File: config.mk
export PLATFORM = sky130hd
export DESIGN_NAME = video_raster_timing_flat
export DESIGN_NICKNAME = d
export VERILOG_FILES = /design/src/rtl/video_raster_timing_if.sv /design/src/rtl/video_raster_timing.sv /design/src/flat_wrapper.sv
export SDC_FILE = /design/constraint.sdc
export NUM_CORES = 1
export LEC_CHECK = 0
export ABC_AREA = 1
export ABC_CLOCK_PERIOD_IN_PS = 5900
export CORE_AREA = 2 2 91 93
export CTS_BUF_LIST = sky130_fd_sc_hd__clkbuf_4 sky130_fd_sc_hd__clkbuf_8
export DETAILED_ROUTE_END_ITERATION = 12
export DIE_AREA = 0 0 93 95
export GPL_TIMING_DRIVEN = 0
export PLACE_DENSITY = 0.79
export RECOVER_POWER = 100
export SLEW_MARGIN = 15
export SYNTH_ARGS = -nofsm -noshare
export SYNTH_HDL_FRONTEND = slang
export SYNTH_SLANG_ARGS = --single-unit
File: constraint.sdc
create_clock -name clk_sys -period 5.9 [get_ports clk_sys]
set_input_delay 1.18 -clock clk_sys [delete_from_list [all_inputs] [get_ports clk_sys]]
set_output_delay 1.18 -clock clk_sys [all_outputs]
set_load 0.005 [all_outputs]
File: src/rtl/video_raster_timing_if.sv
// Bus bundle for the raster timing core: CPU/pixel-pipeline controls in,
// counters, timing strobes, contention, interrupts and pen latches out.
interface video_raster_timing_if;
  logic       ce_pix;
  logic       soff;
  logic       full_contend;
  logic       paper;
  logic       line_we;
  logic [7:0] line_din;
  logic [1:0] int_ack;

  logic [8:0] hc;
  logic [8:0] vc;
  logic       hblank;
  logic       vblank;
  logic       hsync;
  logic       vsync;
  logic       fetch_go;
  logic [4:0] col;
  logic       fetch_active;
  logic       io_contention;
  logic       mem_contention;
  logic [1:0] int_pending;
  logic       flash;
  logic [7:0] lpen;
  logic [7:0] hpen;

  // Bus glue / pixel pipeline side
  modport master (
    output ce_pix, soff, full_contend, paper, line_we, line_din, int_ack,
    input  hc, vc, hblank, vblank, hsync, vsync, fetch_go, col, fetch_active,
           io_contention, mem_contention, int_pending, flash, lpen, hpen
  );

  // Timing core side
  modport slave (
    input  ce_pix, soff, full_contend, paper, line_we, line_din, int_ack,
    output hc, vc, hblank, vblank, hsync, vsync, fetch_go, col, fetch_active,
           io_contention, mem_contention, int_pending, flash, lpen, hpen
  );
endinterface

File: src/rtl/video_raster_timing.sv
// Parametrised raster timing core: pixel/line counters, blank/sync,
// fetch window, CPU contention, pen latches, flash counter and
// pending/acknowledge line and frame interrupts.
module video_raster_timing #(
  parameter int H_TOTAL        = 384,
  parameter int V_TOTAL        = 312,
  parameter int H_ACT_START    = 128,
  parameter int V_ACTIVE       = 192,
  parameter int HBLANK_ON      = 28,
  parameter int HSYNC_ON       = 44,
  parameter int HSYNC_OFF      = 76,
  parameter int HBLANK_OFF     = 108,
  parameter int VBLANK_ON      = 236,
  parameter int VSYNC_ON       = 240,
  parameter int VSYNC_OFF      = 244,
  parameter int VBLANK_OFF     = 260,
  parameter int VBLANK_HC_ON   = 28,
  parameter int VBLANK_HC_OFF  = 104,
  parameter int FRAME_INT_LINE = 244,
  parameter int CPU_SLOT       = 5,
  parameter int FLASH_BITS     = 5,
  parameter int INT_AUTOCLR    = 128
) (
  input  logic                   clk_sys,
  input  logic                   reset,
  video_raster_timing_if.slave   bus
);

  localparam logic [8:0] HC_LAST   = 9'(H_TOTAL - 1);
  localparam logic [8:0] VC_LAST   = 9'(V_TOTAL - 1);
  localparam logic [8:0] HC_ACT    = 9'(H_ACT_START);
  localparam logic [8:0] VC_ACT    = 9'(V_ACTIVE);
  localparam logic [8:0] HB_ON     = 9'(HBLANK_ON);
  localparam logic [8:0] HB_OFF    = 9'(HBLANK_OFF);
  localparam logic [8:0] HS_ON     = 9'(HSYNC_ON);
  localparam logic [8:0] HS_OFF    = 9'(HSYNC_OFF);
  localparam logic [8:0] VB_ON     = 9'(VBLANK_ON);
  localparam logic [8:0] VB_OFF    = 9'(VBLANK_OFF);
  localparam logic [8:0] VS_ON     = 9'(VSYNC_ON);
  localparam logic [8:0] VS_OFF    = 9'(VSYNC_OFF);
  localparam logic [8:0] VB_HC_ON  = 9'(VBLANK_HC_ON);
  localparam logic [8:0] VB_HC_OFF = 9'(VBLANK_HC_OFF);
  localparam logic [8:0] VC_FINT   = 9'(FRAME_INT_LINE);
  localparam logic [2:0] SLOT      = 3'(CPU_SLOT);
  localparam logic [7:0] HPEN_OUT  = 8'(V_ACTIVE);
  localparam int         CNT_W     = (INT_AUTOCLR > 1) ? $clog2(INT_AUTOCLR + 1) : 1;
  localparam logic [CNT_W-1:0] AUTOCLR_N = CNT_W'(INT_AUTOCLR);

  logic [8:0]            hc_reg;
  logic [8:0]            vc_reg;
  logic [8:0]            vc_next;
  logic                  line_end;
  logic [FLASH_BITS-1:0] flash_reg;
  logic                  hblank_reg;
  logic                  hsync_reg;
  logic                  vblank_reg;
  logic                  vsync_reg;
  logic                  fetch_go;
  logic                  fetch_active_reg;
  logic [4:0]            col;
  logic                  io_contention;
  logic                  mem_contention;
  logic [7:0]            shadow_reg;
  logic [7:0]            active_reg;
  logic                  line_hit;
  logic [1:0]            set_req;
  logic [1:0]            pend_bits;
  logic [7:0]            lpen_reg;
  logic [7:0]            hpen_reg;

  assign line_end = (hc_reg == HC_LAST);
  assign vc_next  = (vc_reg == VC_LAST) ? 9'd0 : vc_reg + 9'd1;

  // Pixel/line counters and the frame-rate flash counter
  always_ff @(posedge clk_sys or posedge reset) begin
    if (reset) begin
      hc_reg    <= '0;
      vc_reg    <= '0;
      flash_reg <= '0;
    end else if (bus.ce_pix) begin
      if (line_end) begin
        hc_reg <= '0;
        vc_reg <= vc_next;
        if (vc_reg == VC_LAST) begin
          flash_reg <= flash_reg + 1'b1;
        end
      end else begin
        hc_reg <= hc_reg + 9'd1;
      end
    end
  end

  // Blank/sync flags, toggled on the pixel that hits each compare point
  always_ff @(posedge clk_sys or posedge reset) begin
    if (reset) begin
      hblank_reg <= 1'b0;
      hsync_reg  <= 1'b0;
      vblank_reg <= 1'b0;
      vsync_reg  <= 1'b0;
    end else if (bus.ce_pix) begin
      if (hc_reg == HB_ON) begin
        hblank_reg <= 1'b1;
      end else if (hc_reg == HB_OFF) begin
        hblank_reg <= 1'b0;
      end
      if (hc_reg == HS_ON) begin
        hsync_reg <= 1'b1;
      end else if (hc_reg == HS_OFF) begin
        hsync_reg <= 1'b0;
      end
      if (vc_reg == VB_ON && hc_reg == VB_HC_ON) begin
        vblank_reg <= 1'b1;
      end else if (vc_reg == VB_OFF && hc_reg == VB_HC_OFF) begin
        vblank_reg <= 1'b0;
      end
      // vsync follows the line boundary, so it changes as vc enters the line
      if (line_end && vc_next == VS_ON) begin
        vsync_reg <= 1'b1;
      end else if (line_end && vc_next == VS_OFF) begin
        vsync_reg <= 1'b0;
      end
    end
  end

  assign fetch_go = bus.ce_pix && (hc_reg >= HC_ACT) && (vc_reg < VC_ACT) &&
                    (hc_reg[2:0] == 3'd0) && !bus.soff;
  assign col      = {~hc_reg[7], hc_reg[6:3]};

  // Fetch window: opens on the first cell fetch, closes at the start of the line
  always_ff @(posedge clk_sys or posedge reset) begin
    if (reset) begin
      fetch_active_reg <= 1'b0;
    end else if (fetch_go) begin
      fetch_active_reg <= 1'b1;
    end else if (bus.ce_pix && hc_reg == 9'd0) begin
      fetch_active_reg <= 1'b0;
    end
  end

  // Contention: one CPU slot per cell in the window, 1-in-4 outside it
  always_comb begin
    io_contention  = (hc_reg[2:0] != SLOT);
    mem_contention = (fetch_active_reg | bus.full_contend) ? (hc_reg[2:0] != SLOT)
                                                           : (hc_reg[1:0] != SLOT[1:0]);
  end

  // Line compare: CPU writes the shadow, which takes effect at the next line start
  always_ff @(posedge clk_sys or posedge reset) begin
    if (reset) begin
      shadow_reg <= 8'hFF;
      active_reg <= 8'hFF;
    end else begin
      if (bus.line_we) begin
        shadow_reg <= bus.line_din;
      end
      if (bus.ce_pix && line_end) begin
        active_reg <= shadow_reg;
      end
    end
  end

  assign line_hit   = ({1'b0, active_reg} < VC_ACT) && ({1'b0, active_reg} == vc_reg);
  assign set_req[0] = bus.ce_pix && (hc_reg == 9'd0) && line_hit;
  assign set_req[1] = bus.ce_pix && (hc_reg == 9'd0) && (vc_reg == VC_FINT);

  genvar gi;
  generate
    for (gi = 0; gi < 2; gi++) begin : g_int
      logic             pend_reg;
      logic [CNT_W-1:0] cnt_reg;

      // Pending bit: set beats ack/auto-clear; counter measures pixels since set
      always_ff @(posedge clk_sys or posedge reset) begin
        if (reset) begin
          pend_reg <= 1'b0;
          cnt_reg  <= '0;
        end else if (set_req[gi]) begin
          pend_reg <= 1'b1;
          cnt_reg  <= '0;
        end else if (bus.int_ack[gi]) begin
          pend_reg <= 1'b0;
        end else if (INT_AUTOCLR > 0 && pend_reg && bus.ce_pix) begin
          cnt_reg <= cnt_reg + CNT_W'(1);
          if (cnt_reg + CNT_W'(1) == AUTOCLR_N) begin
            pend_reg <= 1'b0;
          end
        end
      end

      assign pend_bits[gi] = pend_reg;
    end
  endgenerate

  // Light-pen latches, captured in the CPU slot of each cell
  always_ff @(posedge clk_sys or posedge reset) begin
    if (reset) begin
      lpen_reg <= '0;
      hpen_reg <= '0;
    end else if (bus.ce_pix && !io_contention) begin
      hpen_reg <= (bus.soff || vc_reg >= VC_ACT) ? HPEN_OUT : vc_reg[7:0];
      lpen_reg <= {(bus.paper ? col : 5'd0), 3'b000};
    end
  end

  assign bus.hc             = hc_reg;
  assign bus.vc             = vc_reg;
  assign bus.hblank         = hblank_reg;
  assign bus.vblank         = vblank_reg;
  assign bus.hsync          = hsync_reg;
  assign bus.vsync          = vsync_reg;
  assign bus.fetch_go       = fetch_go;
  assign bus.col            = col;
  assign bus.fetch_active   = fetch_active_reg;
  assign bus.io_contention  = io_contention;
  assign bus.mem_contention = mem_contention;
  assign bus.int_pending    = pend_bits;
  assign bus.flash          = flash_reg[FLASH_BITS-1];
  assign bus.lpen           = lpen_reg;
  assign bus.hpen           = hpen_reg;

endmodule

File: src/flat_wrapper.sv
// flat-port wrapper written by rule: the top's interface ports become plain ports
module video_raster_timing_flat 
#(
  parameter int H_TOTAL        = 384,
  parameter int V_TOTAL        = 312,
  parameter int H_ACT_START    = 128,
  parameter int V_ACTIVE       = 192,
  parameter int HBLANK_ON      = 28,
  parameter int HSYNC_ON       = 44,
  parameter int HSYNC_OFF      = 76,
  parameter int HBLANK_OFF     = 108,
  parameter int VBLANK_ON      = 236,
  parameter int VSYNC_ON       = 240,
  parameter int VSYNC_OFF      = 244,
  parameter int VBLANK_OFF     = 260,
  parameter int VBLANK_HC_ON   = 28,
  parameter int VBLANK_HC_OFF  = 104,
  parameter int FRAME_INT_LINE = 244,
  parameter int CPU_SLOT       = 5,
  parameter int FLASH_BITS     = 5,
  parameter int INT_AUTOCLR    = 128
)
  (clk_sys, reset, bus_ce_pix, bus_soff, bus_full_contend, bus_paper, bus_line_we, bus_line_din, bus_int_ack, bus_hc, bus_vc, bus_hblank, bus_vblank, bus_hsync, bus_vsync, bus_fetch_go, bus_col, bus_fetch_active, bus_io_contention, bus_mem_contention, bus_int_pending, bus_flash, bus_lpen, bus_hpen);
  video_raster_timing_if bus_i ();
  input  logic clk_sys;
  input  logic reset;
  input wire logic [$bits(bus_i.ce_pix)-1:0] bus_ce_pix;
  input wire logic [$bits(bus_i.soff)-1:0] bus_soff;
  input wire logic [$bits(bus_i.full_contend)-1:0] bus_full_contend;
  input wire logic [$bits(bus_i.paper)-1:0] bus_paper;
  input wire logic [$bits(bus_i.line_we)-1:0] bus_line_we;
  input wire logic [$bits(bus_i.line_din)-1:0] bus_line_din;
  input wire logic [$bits(bus_i.int_ack)-1:0] bus_int_ack;
  output wire logic [$bits(bus_i.hc)-1:0] bus_hc;
  output wire logic [$bits(bus_i.vc)-1:0] bus_vc;
  output wire logic [$bits(bus_i.hblank)-1:0] bus_hblank;
  output wire logic [$bits(bus_i.vblank)-1:0] bus_vblank;
  output wire logic [$bits(bus_i.hsync)-1:0] bus_hsync;
  output wire logic [$bits(bus_i.vsync)-1:0] bus_vsync;
  output wire logic [$bits(bus_i.fetch_go)-1:0] bus_fetch_go;
  output wire logic [$bits(bus_i.col)-1:0] bus_col;
  output wire logic [$bits(bus_i.fetch_active)-1:0] bus_fetch_active;
  output wire logic [$bits(bus_i.io_contention)-1:0] bus_io_contention;
  output wire logic [$bits(bus_i.mem_contention)-1:0] bus_mem_contention;
  output wire logic [$bits(bus_i.int_pending)-1:0] bus_int_pending;
  output wire logic [$bits(bus_i.flash)-1:0] bus_flash;
  output wire logic [$bits(bus_i.lpen)-1:0] bus_lpen;
  output wire logic [$bits(bus_i.hpen)-1:0] bus_hpen;
  assign bus_i.ce_pix = bus_ce_pix;
  assign bus_i.soff = bus_soff;
  assign bus_i.full_contend = bus_full_contend;
  assign bus_i.paper = bus_paper;
  assign bus_i.line_we = bus_line_we;
  assign bus_i.line_din = bus_line_din;
  assign bus_i.int_ack = bus_int_ack;
  assign bus_hc = bus_i.hc;
  assign bus_vc = bus_i.vc;
  assign bus_hblank = bus_i.hblank;
  assign bus_vblank = bus_i.vblank;
  assign bus_hsync = bus_i.hsync;
  assign bus_vsync = bus_i.vsync;
  assign bus_fetch_go = bus_i.fetch_go;
  assign bus_col = bus_i.col;
  assign bus_fetch_active = bus_i.fetch_active;
  assign bus_io_contention = bus_i.io_contention;
  assign bus_mem_contention = bus_i.mem_contention;
  assign bus_int_pending = bus_i.int_pending;
  assign bus_flash = bus_i.flash;
  assign bus_lpen = bus_i.lpen;
  assign bus_hpen = bus_i.hpen;
  video_raster_timing #(.H_TOTAL(H_TOTAL), .V_TOTAL(V_TOTAL), .H_ACT_START(H_ACT_START), .V_ACTIVE(V_ACTIVE), .HBLANK_ON(HBLANK_ON), .HSYNC_ON(HSYNC_ON), .HSYNC_OFF(HSYNC_OFF), .HBLANK_OFF(HBLANK_OFF), .VBLANK_ON(VBLANK_ON), .VSYNC_ON(VSYNC_ON), .VSYNC_OFF(VSYNC_OFF), .VBLANK_OFF(VBLANK_OFF), .VBLANK_HC_ON(VBLANK_HC_ON), .VBLANK_HC_OFF(VBLANK_HC_OFF), .FRAME_INT_LINE(FRAME_INT_LINE), .CPU_SLOT(CPU_SLOT), .FLASH_BITS(FLASH_BITS), .INT_AUTOCLR(INT_AUTOCLR)) u_core (.clk_sys(clk_sys), .reset(reset), .bus(bus_i));
endmodule
==> out/qor_table.md <==
| Item | Value |
| --- | --- |
| Run status | finished, violations left |
| Failing checks | max-capacitance violations, max-slew violations |
| Vertical die dimension | 95 µm |
| Normalized max-slew margin | -0.603 |
| Worst setup slack for register-to-register paths | 3.67 ns |
| CTS HTree Levels | 3 |
| Library cell used as clock root buffer | clkbuf_8 |
| Timing-limited maximum frequency | 0.229 GHz |
| RSZ-0062 raised after global routing | false |
| Crit path time final | 4.37 ns |
| CP Cell Sequence | dlygate4sd3_1 > inv_1 > nor4_1 > dlygate4sd3_1 |
| Sw frac | 0.328 |
| Sum of routed wire length over all layers | 9.19 mm |
| Quantity of gates resized following cts | 0 |
| Starting utilization of the core area | 0.522 |
| Net count of the finished layout | 613 |
| Clock share of power | 0.281 |
| Number of antenna violations at the first check in global routing | 0 |
| Number of global-route vias before repair | 3513 |
| First-pass iteration count of the detailed router | 5 |
| Yosys reg bits | 75 |
| Logic pwr share | 0.295 |
| Clock tree skew after final layout | 0.0140 ns |
| Max-slew violation count | 46 |
| Launching point of the worst reg2reg path | u_core.bus.hc[3]$_DFFE_PP0P_ |
| CTS tree | done |
| Worst IR Drop VDD | 177 µV |
| Largest stage delay on the critical path | 0.66 ns |
| Total leakage power | 2.47 nW |
| Ratio of final minimum period to clock period | 0.740 |
| Most common cell after layout, fill and taps aside | nand2_1 |
| Core region area | 7930 µm² |
| Number of cells traversed by the worst hold path | 2 |
| Number of diodes added for antenna fixing | 0 |
| Worst hold margin | 0.479 ns |
| Count of vias placed by the detailed router | 3617 |
| Worst Tran Pin Value | 2.41 ns |
| TNS Setup | 0 ns |
| Number of sinks driven by the clock tree | 75 |
| Synth unique cells | 38 |
| Total routing resource utilization after global routing | 0.224 |
| Slowest-stage cell, CP | dlygate4sd3_1 |
| Final std cells w/o fill | 697 |
| Number of cells on the worst reg-to-reg path | 10 |
| Via density | 5.19 |
| Fraction of layout cells with a size suffix above 1 | 0.127 |
| Die span in x | 93 µm |
| Hold_buf cts | 0 |
| Cell-internal power | 0.00107 W |
| Power density over cell area | 316 nW/µm² |
| Highest net fanout along the worst path | 7 |
| Cell with the most instances on the worst path | dlygate4sd3_1 |
| # DRC | 0 |
| Post-CTS repair timing setup buffer count | 0 |
| Wire length of the first global-routing pass | 15.6 mm |
| Crit. Startpoint | bus_ce_pix |
| Total half-perimeter wirelength after legalization and detailed placement | 6.77 mm |
| Sequential group share of total power | 0.424 |
| Worst EP required | 4.72 ns |
| Number of cells in the design after placement | 681 |
| Highest-count cells in the layout ignoring fill and taps | 122 x nand2_1, 59 x dfrtp_1, 56 x nand3_1 |
| Element type at the critical path start | primary input |
| Num CTS Buffers | 9 |
| Initial DRC Count | 191 |
| Number of fill cells | 693 |
| Pin count of the biggest net entering global routing | 46 |
| Number of placement rows | 33 |
| Post-synthesis average cell area | 8.12 µm² |
| Synth-to-layout area growth | 22.4% |
| Max FFs per register | 16 |
| Antenna violation net count after detailed routing | 0 |
| Type of destination of the critical path | primary output |
| Capturing instance or port of the critical path | bus_fetch_go |
| Post-synthesis instance area | 4140 µm² |
| Class of the tightest hold or removal check | reg2reg |
| Switching component of the power | 0.000525 W |
| Type of the worst setup path | in2out |
| Crit path DAT | 3.19 ns |
| Post-Synthesis Cells | 510 |
| Congestion Overflow GR | 0 |
| Number of buffers added on ports | 63 |
| Post-detailed-route wirelength per cell | 13.2 µm |
| Die area | 8840 µm² |
| Top Ports | 67 |
| Max Cap Violations | 1 |
| Part of the Yosys area used for sequential elements | 0.458 |
| Placer Congestion | 0.860 |
| Clock latency on the worst-skew pair | 0.36 ns |
| Number of warning messages in the yosys log | 0 |
| Worst reg2reg endpoint | u_core.bus.vc[2]$_DFFE_PP0P_ |
| Final hold viol count | 0 |
| Clock Path Buffers | 2 |
| Final setup violating endpoints | 0 |
| Clk pin slew, worst setup/hold paths | 0.08 ns |
## layout make-up
type                       instances  area [µm²]  share of cell area
multi-input combinational        354        1810               0.356
clock inverter                     7         101              0.0200
sequential                        75        1900               0.374
buffer                            26         160              0.0316
clock buffer                       9         124              0.0244
inverter                          57         215              0.0425
tap                              105         131              0.0259
timing repair buffer              64         634               0.125
## stage by stage
stage / instance area, µm² / worst slack (ns) / power (W) / util
4_1_cts: 5170 / 1.63 / 0.00165 / 0.652
6_report: 5070 / 1.53 / 0.00160 / 0.639
5_1_grt: 5070 / 0.916 / 0.00170 / 0.639
3_3_place_gp: 4910 / 1.64 / 0.00119 / 0.619
2_1_floorplan: 4150 / 2.84 / 0.000951 / -
3_5_place_dp: 4940 / 1.64 / 0.00120 / 0.623
## worst max-delay path: cells and delay by family
kind	cells	cell delay (ns)
AND/OR/NAND/NOR	1	0.51
buffers and inverters	3	1.49
## power groups by stage
| stage | sequential [W] | clock (W) | combinational (W) |
|---|---|---|---|
| after detailed placement | 0.000693 | 0 | 0.000512 |
| after global placement | 0.000690 | 0 | 0.000498 |
| after floorplan | 0.000676 | 0 | 0.000275 |
| after CTS | 0.000683 | 0.000456 | 0.000516 |
| after global routing | 0.000692 | 0.000476 | 0.000532 |
| final | 0.000678 | 0.000449 | 0.000473 |
## synthesized netlist by cell type
cell type | number | share of area
nor3_1 | 6 | 0.0073
buf_2 | 3 | 0.0036
a21o_1 | 1 | 0.0018
nor2_1 | 43 | 0.039
nor2_4 | 2 | 0.0054
clkbuf_1 | 4 | 0.0036
o21ai_0 | 40 | 0.048
dfstp_2 | 16 | 0.10
conb_1 | 1 | 0.00091
mux2_2 | 4 | 0.011
buf_6 | 5 | 0.014
nor3_2 | 1 | 0.0024
nand4_1 | 8 | 0.012
nand3_1 | 55 | 0.066
xnor2_1 | 4 | 0.0085
dfrtp_1 | 59 | 0.36
o22ai_1 | 1 | 0.0015
o41ai_1 | 1 | 0.0021
buf_4 | 14 | 0.025
or2_2 | 3 | 0.0045
inv_2 | 5 | 0.0045
or2_0 | 1 | 0.0015
nand4_2 | 1 | 0.0030
xor2_1 | 13 | 0.027
inv_1 | 52 | 0.047
nand2_4 | 1 | 0.0027
o21a_1 | 3 | 0.0054
nor2_2 | 6 | 0.0091
nor3b_1 | 1 | 0.0018
ha_1 | 9 | 0.027
nand2_2 | 4 | 0.0060
a31o_2 | 1 | 0.0021
a21oi_1 | 6 | 0.0073
o21ai_1 | 2 | 0.0024
nand2_1 | 121 | 0.11
nor4_1 | 2 | 0.0030
nand3_2 | 3 | 0.0073
o21ai_2 | 8 | 0.017
## cells by family after synthesis
| kind of cell | after synthesis | synth area share |
|---|---|---|
| other | 1 | 0.000905 |
| and+or+nand+nor | 258 | 0.281 |
| adders and majority gates | 9 | 0.0272 |
| buffers and inverters | 83 | 0.0979 |
| AOI/OAI and AO/OA | 63 | 0.0879 |
| xor gates and xnor gates | 17 | 0.0360 |
| DFF | 75 | 0.458 |
| muxes | 4 | 0.0109 |
## how the worst min path moves through the flow
stage / endpoint / from / slack [ns]
6_report: u_core.active_reg[5]$_DFFE_PP1P_ / u_core.shadow_reg[5]$_DFFE_PP1P_ / 0.48
4_1_cts: u_core.active_reg[5]$_DFFE_PP1P_ / u_core.active_reg[5]$_DFFE_PP1P_ / 0.48
5_1_grt: u_core.active_reg[5]$_DFFE_PP1P_ / u_core.active_reg[5]$_DFFE_PP1P_ / 0.50
3_3_place_gp: u_core.active_reg[5]$_DFFE_PP1P_ / u_core.shadow_reg[5]$_DFFE_PP1P_ / 0.46
3_5_place_dp: u_core.active_reg[5]$_DFFE_PP1P_ / u_core.active_reg[5]$_DFFE_PP1P_ / 0.47
2_1_floorplan: u_core.active_reg[5]$_DFFE_PP1P_ / u_core.shadow_reg[5]$_DFFE_PP1P_ / 0.44
## layer usage
metal	GRT usage	wire [µm]	vias up
met2	0.368	4460	108
met3	0.0431	503	10
li1	-	-	1790
met4	0.104	127	0
met1	0.288	4090	1709
met5	0	0	-
No activity file was read; power rests on OpenSTA's default activity.
